<file path="src/rtl/change_dispenser_ctrl_if.sv">
// Dispense request, hopper handshake, inventory reload and status bundle for change_dispenser_ctrl.
// master drives the request/ack/load side; slave is the controller.
interface change_dispenser_ctrl_if;
  logic       start;
  logic [6:0] amount;
  logic       coin_ack;
  logic       load;
  logic [3:0] load_sel;
  logic [5:0] load_count;
  logic [3:0] eject;
  logic       busy;
  logic       done;
  logic       short;
  logic       jam;
  logic [6:0] remaining;
  logic [3:0] empty;

  modport master (
    output start, amount, coin_ack, load, load_sel, load_count,
    input  eject, busy, done, short, jam, remaining, empty
  );

  modport slave (
    input  start, amount, coin_ack, load, load_sel, load_count,
    output eject, busy, done, short, jam, remaining, empty
  );
endinterface

</file>
<file path="src/rtl/change_dispenser_ctrl.sv">
// Greedy change dispenser over dollar/quarter/dime/nickel hoppers; eject rises two cycles after start.
// Each coin waits for coin_ack high then low; no ack edge within TIMEOUT cycles parks the block in JAM.
module change_dispenser_ctrl #(
  parameter int TIMEOUT  = 1000,
  parameter int INV_INIT = 20
) (
  input logic clk,
  input logic reset,
  change_dispenser_ctrl_if.slave bus
);

  typedef enum logic [2:0] {IDLE, SELECT, EJECT, RELEASE, DONE, JAM} stateT;

  localparam logic [15:0] WAIT_LAST = 16'(TIMEOUT - 1);
  localparam logic [5:0]  INV_RST   = 6'(INV_INIT);

  stateT           state;
  stateT           nextState;
  logic [6:0]      remainingQ;
  logic            shortQ;
  logic [3:0][5:0] coinInv;
  logic [15:0]     waitCnt;
  logic [1:0]      selIdx;
  logic            pickVld;
  logic [1:0]      pickIdx;
  logic            waitExpired;

  // Index order matches eject: 3 dollar, 2 quarter, 1 dime, 0 nickel.
  function automatic logic [6:0] coinValue(input logic [1:0] idx);
    case (idx)
      2'd3:    return 7'd20;
      2'd2:    return 7'd5;
      2'd1:    return 7'd2;
      default: return 7'd1;
    endcase
  endfunction

  // Largest coin that fits the balance and is in stock; never lets remaining underflow.
  always_comb begin
    pickVld = 1'b0;
    pickIdx = 2'd0;
    for (int i = 3; i >= 0; i--) begin
      if (!pickVld && coinInv[i] != 6'd0 && coinValue(2'(i)) <= remainingQ) begin
        pickVld = 1'b1;
        pickIdx = 2'(i);
      end
    end
  end

  assign waitExpired = (waitCnt >= WAIT_LAST);

  always_ff @(posedge clk or posedge reset) begin
    if (reset) state <= IDLE;
    else       state <= nextState;
  end

  always_comb begin
    nextState = state;
    case (state)
      IDLE:    if (bus.start) nextState = SELECT;
      SELECT:  nextState = (remainingQ != 7'd0 && pickVld) ? EJECT : DONE;
      EJECT: begin
        if (bus.coin_ack)     nextState = RELEASE;
        else if (waitExpired) nextState = JAM;
      end
      RELEASE: begin
        if (!bus.coin_ack)    nextState = SELECT;
        else if (waitExpired) nextState = JAM;
      end
      DONE:    nextState = IDLE;
      JAM:     nextState = JAM;
      default: nextState = IDLE;
    endcase
  end

  always_ff @(posedge clk or posedge reset) begin
    if (reset) begin
      remainingQ <= 7'd0;
      shortQ     <= 1'b0;
      waitCnt    <= 16'd0;
      selIdx     <= 2'd0;
      for (int i = 0; i < 4; i++) coinInv[i] <= INV_RST;
    end else begin
      // Counter runs only while parked in EJECT/RELEASE, so every entry starts from zero.
      if ((state == EJECT || state == RELEASE) && nextState == state) waitCnt <= waitCnt + 16'd1;
      else                                                            waitCnt <= 16'd0;

      if (state == IDLE) begin
        if (bus.start) begin
          remainingQ <= bus.amount;
          shortQ     <= 1'b0;
        end
        if (bus.load) begin
          for (int i = 0; i < 4; i++) begin
            if (bus.load_sel[i]) coinInv[i] <= bus.load_count;
          end
        end
      end

      if (state == SELECT) begin
        if (pickVld) selIdx <= pickIdx;
        if (remainingQ != 7'd0 && !pickVld) shortQ <= 1'b1;
      end

      if (state == EJECT && bus.coin_ack) begin
        remainingQ <= remainingQ - coinValue(selIdx);
        if (coinInv[selIdx] != 6'd0) coinInv[selIdx] <= coinInv[selIdx] - 6'd1;
      end
    end
  end

  // eject decodes straight from state so reset drops it without waiting for a clock.
  always_comb begin
    bus.eject = 4'b0000;
    if (state == EJECT) bus.eject[selIdx] = 1'b1;
    bus.busy      = (state != IDLE);
    bus.done      = (state == DONE);
    bus.jam       = (state == JAM);
    bus.short     = shortQ;
    bus.remaining = remainingQ;
    for (int i = 0; i < 4; i++) bus.empty[i] = (coinInv[i] == 6'd0);
  end

endmodule

</file>
<file path="src/flat_wrapper.sv">
// flat-port wrapper written by rule: the top's interface ports become plain ports
module change_dispenser_ctrl_flat 
#(
  parameter int TIMEOUT  = 1000,
  parameter int INV_INIT = 20
)
  (clk, reset, bus_start, bus_amount, bus_coin_ack, bus_load, bus_load_sel, bus_load_count, bus_eject, bus_busy, bus_done, bus_short, bus_jam, bus_remaining, bus_empty);
  change_dispenser_ctrl_if bus_i ();
  input logic clk;
  input logic reset;
  input wire logic [$bits(bus_i.start)-1:0] bus_start;
  input wire logic [$bits(bus_i.amount)-1:0] bus_amount;
  input wire logic [$bits(bus_i.coin_ack)-1:0] bus_coin_ack;
  input wire logic [$bits(bus_i.load)-1:0] bus_load;
  input wire logic [$bits(bus_i.load_sel)-1:0] bus_load_sel;
  input wire logic [$bits(bus_i.load_count)-1:0] bus_load_count;
  output wire logic [$bits(bus_i.eject)-1:0] bus_eject;
  output wire logic [$bits(bus_i.busy)-1:0] bus_busy;
  output wire logic [$bits(bus_i.done)-1:0] bus_done;
  output wire logic [$bits(bus_i.short)-1:0] bus_short;
  output wire logic [$bits(bus_i.jam)-1:0] bus_jam;
  output wire logic [$bits(bus_i.remaining)-1:0] bus_remaining;
  output wire logic [$bits(bus_i.empty)-1:0] bus_empty;
  assign bus_i.start = bus_start;
  assign bus_i.amount = bus_amount;
  assign bus_i.coin_ack = bus_coin_ack;
  assign bus_i.load = bus_load;
  assign bus_i.load_sel = bus_load_sel;
  assign bus_i.load_count = bus_load_count;
  assign bus_eject = bus_i.eject;
  assign bus_busy = bus_i.busy;
  assign bus_done = bus_i.done;
  assign bus_short = bus_i.short;
  assign bus_jam = bus_i.jam;
  assign bus_remaining = bus_i.remaining;
  assign bus_empty = bus_i.empty;
  change_dispenser_ctrl #(.TIMEOUT(TIMEOUT), .INV_INIT(INV_INIT)) u_core (.clk(clk), .reset(reset), .bus(bus_i));
endmodule
</file>
<file path="config.mk">
export PLATFORM = sky130hd
export DESIGN_NAME = change_dispenser_ctrl_flat
export DESIGN_NICKNAME = d
export VERILOG_FILES = /design/src/rtl/change_dispenser_ctrl_if.sv /design/src/rtl/change_dispenser_ctrl.sv /design/src/flat_wrapper.sv
export SDC_FILE = /design/constraint.sdc
export NUM_CORES = 1
export LEC_CHECK = 0
export ABC_AREA = 1
export BUFFER_PORTS_ARGS = -buffer_cell sky130_fd_sc_hd__buf_2
export CAP_MARGIN = 20
export CORE_AREA = 8 8 73 138
export CTS_CLUSTER_DIAMETER = 30
export CTS_CLUSTER_SIZE = 28
export DETAILED_ROUTE_END_ITERATION = 8
export DIE_AREA = 0 0 81 146
export PLACE_DENSITY = 0.56
export RECOVER_POWER = 100
export SLEW_MARGIN = 0
export SYNTH_ARGS = -nofsm -noshare
export SYNTH_HDL_FRONTEND = slang
export SYNTH_SLANG_ARGS = --single-unit
</file>
<file path="constraint.sdc">
create_clock -name clk -period 5.2 [get_ports clk]
set_input_delay 1.3 -clock clk [delete_from_list [all_inputs] [get_ports clk]]
set_output_delay 1.3 -clock clk [all_outputs]
set_load 0.05 [all_outputs]
</file>
==> results.sh, run 1 <==
export IMPL_hold_violations=0
export IMPL_grt_overflow=0
export IMPL_antenna_found_initial=0
export IMPL_seqPwrFrac_pct=28.2
export IMPL_crit_required_ps=3900
export IMPL_synth_top_cell_area_share_pct=34.9
export IMPL_gp_congestion=0.902
export IMPL_period_needed_ps=3130
export IMPL_num_rows=47
export IMPL_synth_area_leaders="dfrtp_1 35%, nand2_1 18%, dfstp_2 6.5%, nor2_1 6.1%, inv_1 5.7%"
export IMPL_drc=0
export IMPL_vdd_drop_max_uv=380
export IMPL_core_area_mm2=0.00823
export IMPL_grt_use_total_pct=16.0
export IMPL_swShare_pct=51.7
export IMPL_cts_tree="built"
export IMPL_die_w_um=81
export IMPL_fmax_mhz=320
export IMPL_grt_pass1_vias=2991
export IMPL_ctsResizeCount=0
export IMPL_yosys_register_bits=53
export IMPL_finalNetCount=535
export IMPL_report_final_slew_viol_count=0
export IMPL_outcome="complete, no violations"
export IMPL_tns_ps=0
export IMPL_synthDistinctLibCells=31
export IMPL_max_cap_violations=0
export IMPL_period_share_pct=60.1
export IMPL_worstSetupEndpointType="output pin"
export IMPL_hp_class="flop to flop"
export IMPL_io_pins=41
export IMPL_area_growth_syn_to_layout_pct=14.4
export IMPL_startpoint_type="flop"
export IMPL_die_area_mm2=0.0118
export IMPL_setup_viol=0
export IMPL_slew_headroom_pct=53.6
export IMPL_cts_setup_buffers=0
export IMPL_critPathKind="flop to output pin"
export IMPL_synth_top_area_cell="dfrtp_1"
export IMPL_cts_made_buffers=5
export IMPL_clk_pin_slew_ps=70
export IMPL_arrival_ps=1830
export IMPL_fin_skew_ps=3.14
export IMPL_wirelength_mm=8.92
export IMPL_avgRoutedWirePerCell_um=14.8
export IMPL_grt_pass1_wl_mm=14.7
export IMPL_rsz0062_at_grt="no"
export IMPL_yosys_warnings=0
export IMPL_p_sw_mw=1.29
export IMPL_cts_hold_buf=0
export IMPL_p_comb_share_pct=56.0
export IMPL_grt_start_max_net_pins=54
export IMPL_clk_path_buf_depth=2
export IMPL_drtIter0Drc=148
export IMPL_ctsRootBufferMaster="clkbuf_16"
export IMPL_p_clk_share_pct=15.7
export IMPL_worst_pin_slew_ps=696
export IMPL_postSynthCellCount=456
export IMPL_portBuffers=40
export IMPL_n_antenna_cell=0
export IMPL_p_leak_nw=1.89
export IMPL_internal_power_mw=1.21
export IMPL_via_count=2993
export IMPL_avgSynthCellArea_um2=7.07
export IMPL_die_height_um=146
export IMPL_start_util_pct=39.2
export IMPL_power_mw=2.50
export IMPL_routed_via_density=4.96
export IMPL_drive_above_1_share_pct=10.1
export IMPL_fill_cells=929
export IMPL_ant_nets=0
export IMPL_first_pass_iters=4
export IMPL_insertion_delay_ps=300
export IMPL_p_per_area_mw_per_mm2=678
export IMPL_worstPathMaxFanout=6
export IMPL_cts_sinks=53
export IMPL_synth_seq_area_share_pct=41.4
export IMPL_synth_area_mm2=0.00322
export IMPL_htree_levels=2
export IMPL_place_hpwl_mm=7.04
## per-stage QoR
| step | cell area [µm²] | utilization (%) | cells | hold slack [ps] | setup WS (ps) |
|---|---|---|---|---|---|
| 6_report | 3690 | 44.8 | 604 | 483 | 2070 |
| 5_1_grt | 3690 | 44.8 | 604 | 520 | 1930 |
| 4_1_cts | 3720 | 45.2 | 604 | 493 | 2290 |
| 3_5_place_dp | 3550 | 43.1 | 596 | 483 | 2320 |
| 3_3_place_gp | 3550 | 43.1 | 596 | 468 | 2370 |
| 2_1_floorplan | 3240 | - | 461 | 433 | 2100 |
## layer usage
metal | routed length [µm] | global-route usage, % | part of all wire (%) | up-vias
li1 | - | - | - | 1526
met1 | 3290 | 16.4 | 37 | 1385
met2 | 4960 | 29.5 | 56 | 66
met3 | 365 | 2.66 | 4.1 | 16
met4 | 299 | 7.48 | 3.4 | 0
met5 | 0 | 0 | 0 | -
## placed cells by master, fill, tap and decap left out, drive strengths merged, types with 3 or more instances in the layout
cell type  Yosys  layout
nand2        159     159
mux2i          3       3
xnor2          4       4
xor2           9       9
nand3         12      12
o21ai         52      52
nand3b         3       3
inv           57      59
nor2          62      62
ha             7       7
clkbuf         0      25
dfstp          8       8
nand4          4       4
o22ai          3       3
dfrtp         45      45
conb           1       6
buf            4      21
nor3           8       8
a21oi         10      10
## path summary, 6_finish.rpt
path | startpoint | to | slack [ps] | cells after the start
hold / removal | u_core.waitCnt[0]$_DFF_PP0_ | u_core.waitCnt[0]$_DFF_PP0_ | 480 | 1
max in group asynchronous | reset | u_core.bus.remaining[4]$_DFFE_PP0P_ | 3550 | 3
hold reg to reg | u_core.waitCnt[0]$_DFF_PP0_ | u_core.waitCnt[0]$_DFF_PP0_ | 480 | 1
setup reg to reg | u_core.selIdx[0]$_DFFE_PP0P_ | u_core.coinInv[11]$_DFF_PP0_ | 2690 | 12
min in group asynchronous | reset | u_core.waitCnt[7]$_DFF_PP0_ | 1170 | 3
setup / recovery | u_core.state[2]$_DFF_PP0_ | bus_eject[0] | 2070 | 6
## cell usage after synthesis
library cell and number:
a211oi_1 1, a21boi_0 1, a21oi_1 10, a31oi_1 1, buf_2 3, buf_4 1
conb_1 1, dfrtp_1 45, dfstp_2 8, fa_1 1, ha_1 7, inv_1 49
inv_2 8, mux2i_1 3, nand2_1 156, nand2_2 3, nand3_1 11, nand3_2 1
nand3b_1 3, nand4_1 4, nor2_1 52, nor2_2 6, nor2_4 4, nor3_1 8
o21ai_0 33, o21ai_1 18, o21ai_2 1, o22ai_1 3, o31ai_1 1, xnor2_1 4
xor2_1 9
## state kept, by name, summed over array words and instances (netlist names)
register              count
u_core.waitCnt           16
u_core.bus.remaining      7
u_core.state              3
u_core.selIdx             2
u_core.coinInv           24
u_core.bus.short          1
## power groups by stage
stage | Clock [mW] | Combinational [mW] | Sequential, mW
6_report | 0.394 | 1.40 | 0.706
5_1_grt | 0.422 | 1.58 | 0.729
2_1_floorplan | 0 | 1.00 | 0.760
4_1_cts | 0.407 | 1.46 | 0.705
3_5_place_dp | 0 | 1.45 | 0.712
3_3_place_gp | 0 | 1.43 | 0.709
## worst max-delay path, cell delays in order (launching register included)
cell and delay (ps):
dfrtp_1 390, inv_2 100, nand2_1 110, nor2_1 150
inv_1 120, nor3_1 160, clkbuf_1 500
## logic make-up (layout without fill, tap and decap cells)
logic type,count (synthesis),count (layout),synth area share (%)
DFF,53,53,41.4
muxes,3,3,0.931
xor gates and xnor gates,13,13,3.53
other,1,6,0.116
adders and majority gates,8,8,3.34
AOI/OAI and AO/OA,69,69,11.2
and+or+nand+nor,248,248,32.1
buffers and inverters,61,106,7.33
## cell type report
class	count	area, µm²	share of cell area (%)
tap	98	123	3.32
timing repair buffer	41	183	4.95
clock buffer	5	125	3.39
clock inverter	3	47.5	1.29
inverter	57	214	5.80
multi-input combinational	347	1660	45.0
sequential	53	1340	36.2
No activity file was read; power rests on OpenSTA's default activity.
==> run 2, diff against run 1 <==
==> constraint.sdc (replaced) <==
create_clock -name clk -period 3.09 [get_ports clk]
set_input_delay 0.7725 -clock clk [delete_from_list [all_inputs] [get_ports clk]]
set_output_delay 0.7725 -clock clk [all_outputs]
set_load 0.05 [all_outputs]
==> run 2 against run 1 <==
  * Critical path depth stayed put
  * Power is 66% higher
  * Cell count is 0.17% higher
  * Routed wire length is 3.3% higher
  * Clock skew is 5.2 ps higher
  * Critical path type unchanged
  * Critical endpoint unchanged
==> results.sh, run 2 (same netlist as run 1, synthesis figures left out) <==
export IMPL_area_growth_syn_to_layout_pct=13.5
export IMPL_cts_hold_buf=0
export IMPL_crit_required_ps=2320
export IMPL_worstPathMaxFanout=6
export IMPL_io_pins=41
export IMPL_critPathKind="flop to output pin"
export IMPL_tns_ps=0
export IMPL_cts_setup_buffers=0
export IMPL_clk_path_buf_depth=2
export IMPL_first_pass_iters=5
export IMPL_hold_violations=0
export IMPL_hp_class="flop to flop"
export IMPL_ctsResizeCount=0
export IMPL_die_w_um=81
export IMPL_reg2reg_slack_ps=530
export IMPL_regMostFlops="u_core.coinInv"
export IMPL_gp_congestion=0.892
export IMPL_slew_headroom_pct=22.9
export IMPL_hold_path_cell_count=1
export IMPL_finalNetCount=536
export IMPL_fmax_mhz=374
export IMPL_period_needed_ps=2670
export IMPL_cts_sinks=53
export IMPL_placed_cells=597
export IMPL_cts_tree="built"
export IMPL_antenna_found_initial=0
export IMPL_arrival_ps=1900
export IMPL_outcome="complete, no violations"
export IMPL_routed_via_density=5.01
export IMPL_worstSetupEndpointType="output pin"
export IMPL_num_rows=47
export IMPL_grt_use_total_pct=16.5
export IMPL_hold_end="u_core.waitCnt[0]$_DFF_PP0_"
export IMPL_die_area_mm2=0.0118
export IMPL_hold_start="u_core.waitCnt[0]$_DFF_PP0_"
export IMPL_p_sw_mw=2.20
export IMPL_internal_power_mw=1.95
export IMPL_report_final_slew_viol_count=0
export IMPL_drc=0
export IMPL_grt_overflow=0
export IMPL_fin_skew_ps=8.33
export IMPL_p_leak_nw=1.88
export IMPL_max_cap_violations=0
export IMPL_insertion_delay_ps=300
export IMPL_startpoint_type="flop"
export IMPL_rr_endpoint="u_core.coinInv[3]$_DFF_PP0_"
export IMPL_vdd_drop_max_uv=517
export IMPL_rsz0062_at_grt="no"
export IMPL_final_common_cell="nand2_1"
export IMPL_preCtsSetupSlack_ps=620
export IMPL_rr_worst_depth=11
export IMPL_htree_levels=2
export IMPL_drtIter0Drc=141
export IMPL_ant_nets=0
export IMPL_p_comb_share_pct=57.3
export IMPL_core_area_mm2=0.00823
export IMPL_ctsRootBufferMaster="clkbuf_16"
export IMPL_seqPwrFrac_pct=28.5
export IMPL_grt_pass1_vias=3258
export IMPL_setup_viol=0
export IMPL_fin_ws_ps=419
export IMPL_wirelength_mm=9.21
export IMPL_start_util_pct=39.2
export IMPL_grt_start_max_net_pins=21
export IMPL_portBuffers=40
export IMPL_cts_made_buffers=5
export IMPL_p_clk_share_pct=14.2
export IMPL_period_share_pct=86.4
export IMPL_swShare_pct=53.1
export IMPL_hold_slack_ps=490
export IMPL_place_hpwl_mm=7.41
export IMPL_via_count=3032
export IMPL_layout_cells_non_filler=605
export IMPL_largest_register_ffs=24
export IMPL_n_antenna_cell=0
export IMPL_p_per_area_mw_per_mm2=1130
export IMPL_worst_pin_slew_ps=1160
export IMPL_drive_above_1_share_pct=9.66
export IMPL_die_height_um=146
export IMPL_r2r_start="u_core.selIdx[0]$_DFFE_PP0P_"
export IMPL_clk_pin_slew_ps=80
export IMPL_final_cell_mix="157 x nand2_1, 56 x nor2_1, 55 x inv_1"
export IMPL_avgRoutedWirePerCell_um=15.2
export IMPL_grt_pass1_wl_mm=15.3
run 2: power by group through the flow:
stage / sequential (mW) / clock, mW / combinational [mW]
floorplan: 1.28 / 0 / 1.69
global placement: 1.19 / 0 / 2.44
detailed placement: 1.20 / 0 / 2.47
CTS: 1.18 / 0.603 / 2.48
global route: 1.21 / 0.630 / 2.69
finish: 1.18 / 0.590 / 2.38
run 2: final cells by class:
cell class                      count  area, µm²
Fill cell                         892       4570
Clock inverter                      3       26.3
Clock buffer                        5        125
Sequential cell                    53       1340
Timing Repair Buffer               42        184
Inverter                           57        214
Tap cell                           98        123
Multi-Input combinational cell    347       1650
run 2: layer usage:
metal,GRT usage [%],up-vias,part of all wire (%)
li1,-,1526,-
met1,16.2,1410,37
met2,30.2,74,54
met3,2.97,22,4.0
met4,9.73,0,4.6
met5,0,-,0
run 2: how the worst max path moves through the flow:
stage                                  from                      endpoint
2_1_floorplan     u_core.state[2]$_DFF_PP0_                  bus_eject[0]
5_1_grt           u_core.state[2]$_DFF_PP0_                  bus_eject[0]
4_1_cts        u_core.selIdx[0]$_DFFE_PP0P_  u_core.coinInv[11]$_DFF_PP0_
6_report          u_core.state[2]$_DFF_PP0_                  bus_eject[0]
3_3_place_gp   u_core.selIdx[0]$_DFFE_PP0P_  u_core.coinInv[11]$_DFF_PP0_
3_5_place_dp   u_core.selIdx[0]$_DFFE_PP0P_  u_core.coinInv[11]$_DFF_PP0_
run 2: critical path: stages (launching register included):
cell and delay (ps):
dfrtp_1 380, inv_1 140, nand2_1 120, nor2_1 160, inv_1 120, nor3_1 170, clkbuf_1 500
run 2: stage by stage:
step / power (mW) / cell area [µm²] / util, %
floorplan: 2.97 / 3240 / -
detailed placement: 3.66 / 3560 / 43.2
global route: 4.53 / 3660 / 44.5
finish: 4.15 / 3660 / 44.5
global placement: 3.62 / 3560 / 43.2
CTS: 4.27 / 3710 / 45.1
